==> config.mk <==
export PLATFORM = sky130hd
export DESIGN_NAME = pipe_stage_skid
export DESIGN_NICKNAME = d
export VERILOG_FILES = /design/src/rtl/pipe_stage_skid.sv
export SDC_FILE = /design/constraint.sdc
export NUM_CORES = 1
export LEC_CHECK = 0
export ABC_AREA = 0
export CAP_MARGIN = 20
export CORE_ASPECT_RATIO = 0.75
export CORE_MARGIN = 2
export CORE_UTILIZATION = 40
export DETAILED_ROUTE_END_ITERATION = 8
export PLACE_DENSITY = 0.69
export RECOVER_POWER = 100
export SYNTH_ARGS = -nofsm -noshare
export SYNTH_HDL_FRONTEND = slang
export SYNTH_SLANG_ARGS = --single-unit
==> constraint.sdc <==
create_clock -name clk -period 16.6 [get_ports clk]
set_input_delay 1.66 -clock clk [delete_from_list [all_inputs] [get_ports clk]]
set_output_delay 1.66 -clock clk [all_outputs]
set_load 0.03 [all_outputs]
==> src/rtl/pipe_stage_skid.sv <==
// Inter-stage pipeline register with a valid/ready handshake and staller control
// (GO / STALL / BUBBLE). It also has a synchronous flush, an optional skid entry
// and a saturating stall-cycle counter.
// With SKID=1, in_ready_o depends only on registered state and on the staller and
// flush inputs, never on out_ready_i. This breaks the combinational ready path
// between stages.
module pipe_stage_skid #(
  parameter int unsigned       DATA_W    = 128,
  parameter int unsigned       SKID      = 1,
  parameter logic [DATA_W-1:0] NOP_VALUE = {DATA_W{1'b0}},
  parameter int unsigned       CNT_W     = 16
) (
  input  logic              clk,
  input  logic              rst,
  input  logic [1:0]        stl_i,
  input  logic              flush_i,
  input  logic              in_valid_i,
  input  logic [DATA_W-1:0] in_data_i,
  output logic              in_ready_o,
  output logic              out_valid_o,
  output logic [DATA_W-1:0] out_data_o,
  input  logic              out_ready_i,
  output logic [1:0]        occ_o,
  output logic [CNT_W-1:0]  stall_cnt_o
);

  // Encoding equals the number of held entries, so occ_o is the state itself.
  typedef enum logic [1:0] {
    StEmpty = 2'd0,
    StOne   = 2'd1,
    StTwo   = 2'd2
  } state_e;

  localparam logic [1:0] StlStall  = 2'b01;
  localparam logic [1:0] StlBubble = 2'b10;

  state_e            state_q, state_d;
  logic [DATA_W-1:0] main_q, main_d;
  logic [DATA_W-1:0] skid_q, skid_d;
  logic [CNT_W-1:0]  cnt_q, cnt_d;

  logic is_stall;
  logic is_bubble;
  logic is_go;
  logic in_fire;
  logic out_fire;

  // 2'b11 is not a defined command and behaves as GO.
  assign is_stall  = (stl_i == StlStall);
  assign is_bubble = (stl_i == StlBubble);
  assign is_go     = !is_stall && !is_bubble;

  assign out_valid_o = (state_q != StEmpty);
  assign out_data_o  = main_q;
  assign occ_o       = state_q;
  assign stall_cnt_o = cnt_q;

  assign out_fire = out_valid_o && out_ready_i && !is_stall && !flush_i;
  assign in_fire  = in_valid_i && in_ready_o;

  // Upstream is accepted only under GO without flush; SKID selects the ready rule.
  always_comb begin
    in_ready_o = 1'b0;
    if (is_go && !flush_i) begin
      if (SKID != 0) begin
        in_ready_o = (state_q != StTwo);
      end else begin
        in_ready_o = !out_valid_o || out_ready_i;
      end
    end
  end

  // Next-state and datapath: flush > STALL > BUBBLE > GO.
  always_comb begin
    state_d = state_q;
    main_d  = main_q;
    skid_d  = skid_q;
    if (flush_i) begin
      state_d = StEmpty;
      main_d  = NOP_VALUE;
      skid_d  = NOP_VALUE;
    end else if (is_stall) begin
      // Everything holds.
    end else if (is_bubble) begin
      if (!out_valid_o || out_fire) begin
        if (state_q == StTwo) begin
          // A held skid entry drains ahead of the bubble so that order is kept.
          main_d  = skid_q;
          skid_d  = NOP_VALUE;
          state_d = StOne;
        end else begin
          main_d  = NOP_VALUE;
          state_d = StEmpty;
        end
      end
    end else begin
      unique case (state_q)
        StEmpty: begin
          if (in_fire) begin
            main_d  = in_data_i;
            state_d = StOne;
          end
        end
        StOne: begin
          if (in_fire && out_fire) begin
            main_d = in_data_i;
          end else if (in_fire) begin
            // Only reachable with SKID=1. With SKID=0, in_fire in StOne implies out_fire.
            skid_d  = in_data_i;
            state_d = StTwo;
          end else if (out_fire) begin
            state_d = StEmpty;
          end
        end
        StTwo: begin
          if (out_fire) begin
            main_d  = skid_q;
            skid_d  = NOP_VALUE;
            state_d = StOne;
          end
        end
        default: begin
          state_d = StEmpty;
          main_d  = NOP_VALUE;
          skid_d  = NOP_VALUE;
        end
      endcase
    end
  end

  // The stall counter saturates at all-ones. Only rst clears it; flush does not.
  always_comb begin
    cnt_d = cnt_q;
    if (is_stall && !(&cnt_q)) begin
      cnt_d = cnt_q + 1'b1;
    end
  end

  // State and data registers with asynchronous active-high reset.
  always_ff @(posedge clk or posedge rst) begin
    if (rst) begin
      state_q <= StEmpty;
      main_q  <= NOP_VALUE;
      skid_q  <= NOP_VALUE;
      cnt_q   <= '0;
    end else begin
      state_q <= state_d;
      main_q  <= main_d;
      skid_q  <= skid_d;
      cnt_q   <= cnt_d;
    end
  end

endmodule
==> flow_summary_export.csv <==
group,metric,value,unit
min_path,timing.hold.worst.start,"out_data_o[117]",
layout,register_area,6860,sq um
layout,n_antenna_cell,0,
global_route,grt_pass1_wl,52800,um
outcome,run_status,"complete, but fails checks",
cts,cts_tree,"done",
layout,fill_cell_count,2575,
floorplan,rows,55,
synth,syn-num-nets,979,
detailed_routing,routed-via-count,8630,
sta,finalHoldViolCount,0,
detailed_routing,detail_route.wirelength,32900,um
layout,multi_input_area,4520,sq um
placed_design,finalWeightedCongestion,0.779,
synth,post_synth_inst_count,841,
detailed_routing,drt_drc_violations_left,0,
min_path,hold_path.class,"reg2reg",
sta,skew,0.0170,ns
cts,post_cts_hold_buffer_count,0,
sta,worst_slew_margin_rel,-305,%
floorplan,die_height,155,um
worst_setup_path,critical_path.startpoint_type,"primary input",
sta,finalHoldWorstSlack,0.479,ns
sta,setup_viol_count_final,0,
cts,cts_setup_buffers,0,
cts,max-clock-path-buffers,3,
detailed_routing,number_of_vias_per_cell_after_detailed_routing,5.77,
floorplan,design.die.area,31800,sq um
worst_setup_path,cp.arrival,8.69,ns
worst_setup_path,beginning_of_the_critical_path,"rst",
floorplan,core_footprint,30000,sq um
global_route,global_route.usage.total,20.6,%
floorplan,floorplan.die.width,205,um
global_route,grt_antenna_before_repair,0,
power,total_leakage_power,7.16,nW
cts,cell_chosen_for_the_clock_root,"clkbuf_16",
synth,synth_edf_count,0,
cts,clock_latency,0.54,ns
synth,synth-async-reset-ratio,100,%
synth,yosysSeqAreaShare,56.4,%
cts,post_cts_sizing_count,0,
detailed_routing,route.detailed.wl_per_inst,22.0,um
global_route,first_global_vias,9028,
power,powerDensity,106,nW/um^2
layout,final_nets,1217,
cts,cts_max_level,1,
detailed_routing,drt_first_iter_violations,726,
job,cap_viol_max_count,7,
sta,unrepaired_setup_endpoints_after_global_routing,"false",
synth,ys.flop_type,"dfrtp_1",
sta,setup_total_negative_slack,0,ns
placed_design,dp.final_hpwl,19000,um
detailed_routing,detail_route.first_pass.iterations,5,
global_route,grt_start_max_net_pins,134,
synth,yosysWarnings,0,
synth,postSynthRegisterBits,274,
synth,synth.avg_cell_area,14.4,sq um
cts,clkSlewWorstSetupHoldPaths,0.06,ns
sta,timing.final.max_slew_violations,534,
detailed_routing,ant_nets,0,
cts,tritoncts_num_sinks,274,
outcome,failed_checks,"capacitance limit, slew limit",
global_route,grt_overflow_total,0,
synth,synth.cell_area,12100,sq um
floorplan,initial_utilization,40.5,%
layout,syn_to_final_growth,29.4,%
power,vdd_drop_max,0.0486,mV
layout,drive_gt1_share,15.3,%
sta,tightest_slew,6.04,ns
cts,tritoncts.num_buffers,28,
worst_setup_path,crit_path_end_kind,"async pin",
placed_design,port_buffers,282,
sta,maxClockFrequency,0.113,GHz
worst_setup_path,rr_startpoint,"occ_o[1]",
synth,netlist-cell-type-count,51,
sta,timing.final.crit_share,53.4,%
floorplan,io_pins,283,
worst_setup_path,critical_path.max_fanout,133,
worst_setup_path,required_time_of_the_critical_path,16.42,ns
worst_setup_path,crit_type,"in2async",
sta,timing.final.crit_period,8.86,ns
-- routing by layer --
metal / share of wire (%) / global-route usage [%] / up-vias
met1: 46 / 30.2 / 4466
met4: 2.3 / 4.69 / 0
met5: 0 / 0 / -
li1: - / - / 3821
met3: 7.6 / 5.34 / 47
met2: 44 / 30.7 / 296
-- cell type report --
class,instances,share of cell area [%]
repair buffers,297,18.5
multi-input cells,474,28.7
clock buffers,37,5.19
flip-flops and latches,274,43.6
well taps,399,3.17
clock inverters,11,0.684
inverters,4,0.103
-- cells in the mapped netlist, drive strengths merged (4+ instances only) --
cell     instances  area, sq um
clkbuf          27          101
a22o           128         1120
dfrtp          274         6860
o2bb2ai        128         1750
nand3           10         50.1
nor2             7         26.3
xnor2            8         70.1
inv              4         15.0
buf             62          677
nand2            7         26.3
a22oi          128          961
a21oi            8         43.8
nand4            6         37.5
-- logic make-up (layout without fill, tap and decap cells) --
group / count (synthesis) / count (layout) / synth area share, %
compound gates: 406 / 406 / 33.0
flops: 274 / 274 / 56.4
buf+inv: 93 / 349 / 6.53
simple gates: 50 / 50 / 2.49
xor+xnor: 11 / 11 / 0.793
mux: 4 / 4 / 0.381
fa+ha+maj: 3 / 3 / 0.309
-- sequential cells by signal, summed over array words and instances, names as in the netlist --
signal	count
out_data_o	128
skid_q	128
stall_cnt_o	16
occ_o	2
-- layout by cell type, fill, tap and decap left out, types with 3 or more instances in the layout --
| cell | netlist | layout |
|---|---|---|
| o2bb2ai_2 | 100 | 100 |
| and3_1 | 3 | 3 |
| a22o_1 | 128 | 128 |
| clkbuf_16 | 0 | 29 |
| nand4_1 | 6 | 6 |
| nand2b_1 | 3 | 3 |
| a21oi_1 | 7 | 6 |
| and4_1 | 3 | 3 |
| buf_4 | 5 | 8 |
| clkbuf_1 | 27 | 9 |
| ha_1 | 3 | 3 |
| inv_1 | 4 | 3 |
| dlygate4sd3_1 | 0 | 150 |
| nand3_1 | 10 | 10 |
| nor2_1 | 7 | 6 |
| xnor2_1 | 8 | 8 |
| nand2_1 | 7 | 7 |
| o2bb2ai_1 | 28 | 28 |
| xor2_1 | 3 | 3 |
| clkinv_2 | 0 | 8 |
| clkbuf_8 | 0 | 6 |
| a22oi_1 | 128 | 128 |
| dfrtp_1 | 274 | 274 |
| clkdlybuf4s50_1 | 0 | 132 |
-- stage by stage --
| step | instance area, sq um | power [W] | utilization (%) | cells | setup WS [ns] |
|---|---|---|---|---|---|
| 2_1_floorplan | 12100 | 0.000932 | - | 841 | 7.39 |
| 3_3_place_gp | 14800 | 0.00106 | 49.5 | 1447 | 11.49 |
| 3_5_place_dp | 14800 | 0.00106 | 49.5 | 1447 | 11.51 |
| 4_1_cts | 15800 | 0.00170 | 52.6 | 1495 | 11.50 |
| 5_1_grt | 15700 | 0.00174 | 52.4 | 1496 | 5.85 |
| 6_report | 15700 | 0.00167 | 52.4 | 1496 | 7.74 |
-- worst max-delay path, stage by stage --
cell	delay [ns]
dlygate4sd3_1	0.55
clkinvlp_2	3.34
clkbuf_1	0.51
clkbuf_1	2.55
-- path summary, 6_finish.rpt --
path	endpoint	slack (ns)	cells past startpoint
setup / recovery	skid_q[32]	7.74	4
hold / removal	out_data_o[117]	0.48	1
setup reg to reg	out_data_o[77]	10.14	5
hold reg to reg	out_data_o[117]	0.48	1
max in group clk	out_data_o[77]	8.64	7
min in group asynchronous	out_data_o[122]	3.46	2
-- power by group --
group / switching, W / total (W) / internal (W)
logic: 0.000188 / 0.000305 / 0.000117
clock network: 0.000263 / 0.000636 / 0.000373
registers: 0.0000303 / 0.000732 / 0.000701
(Power assumes the default switching activity.)
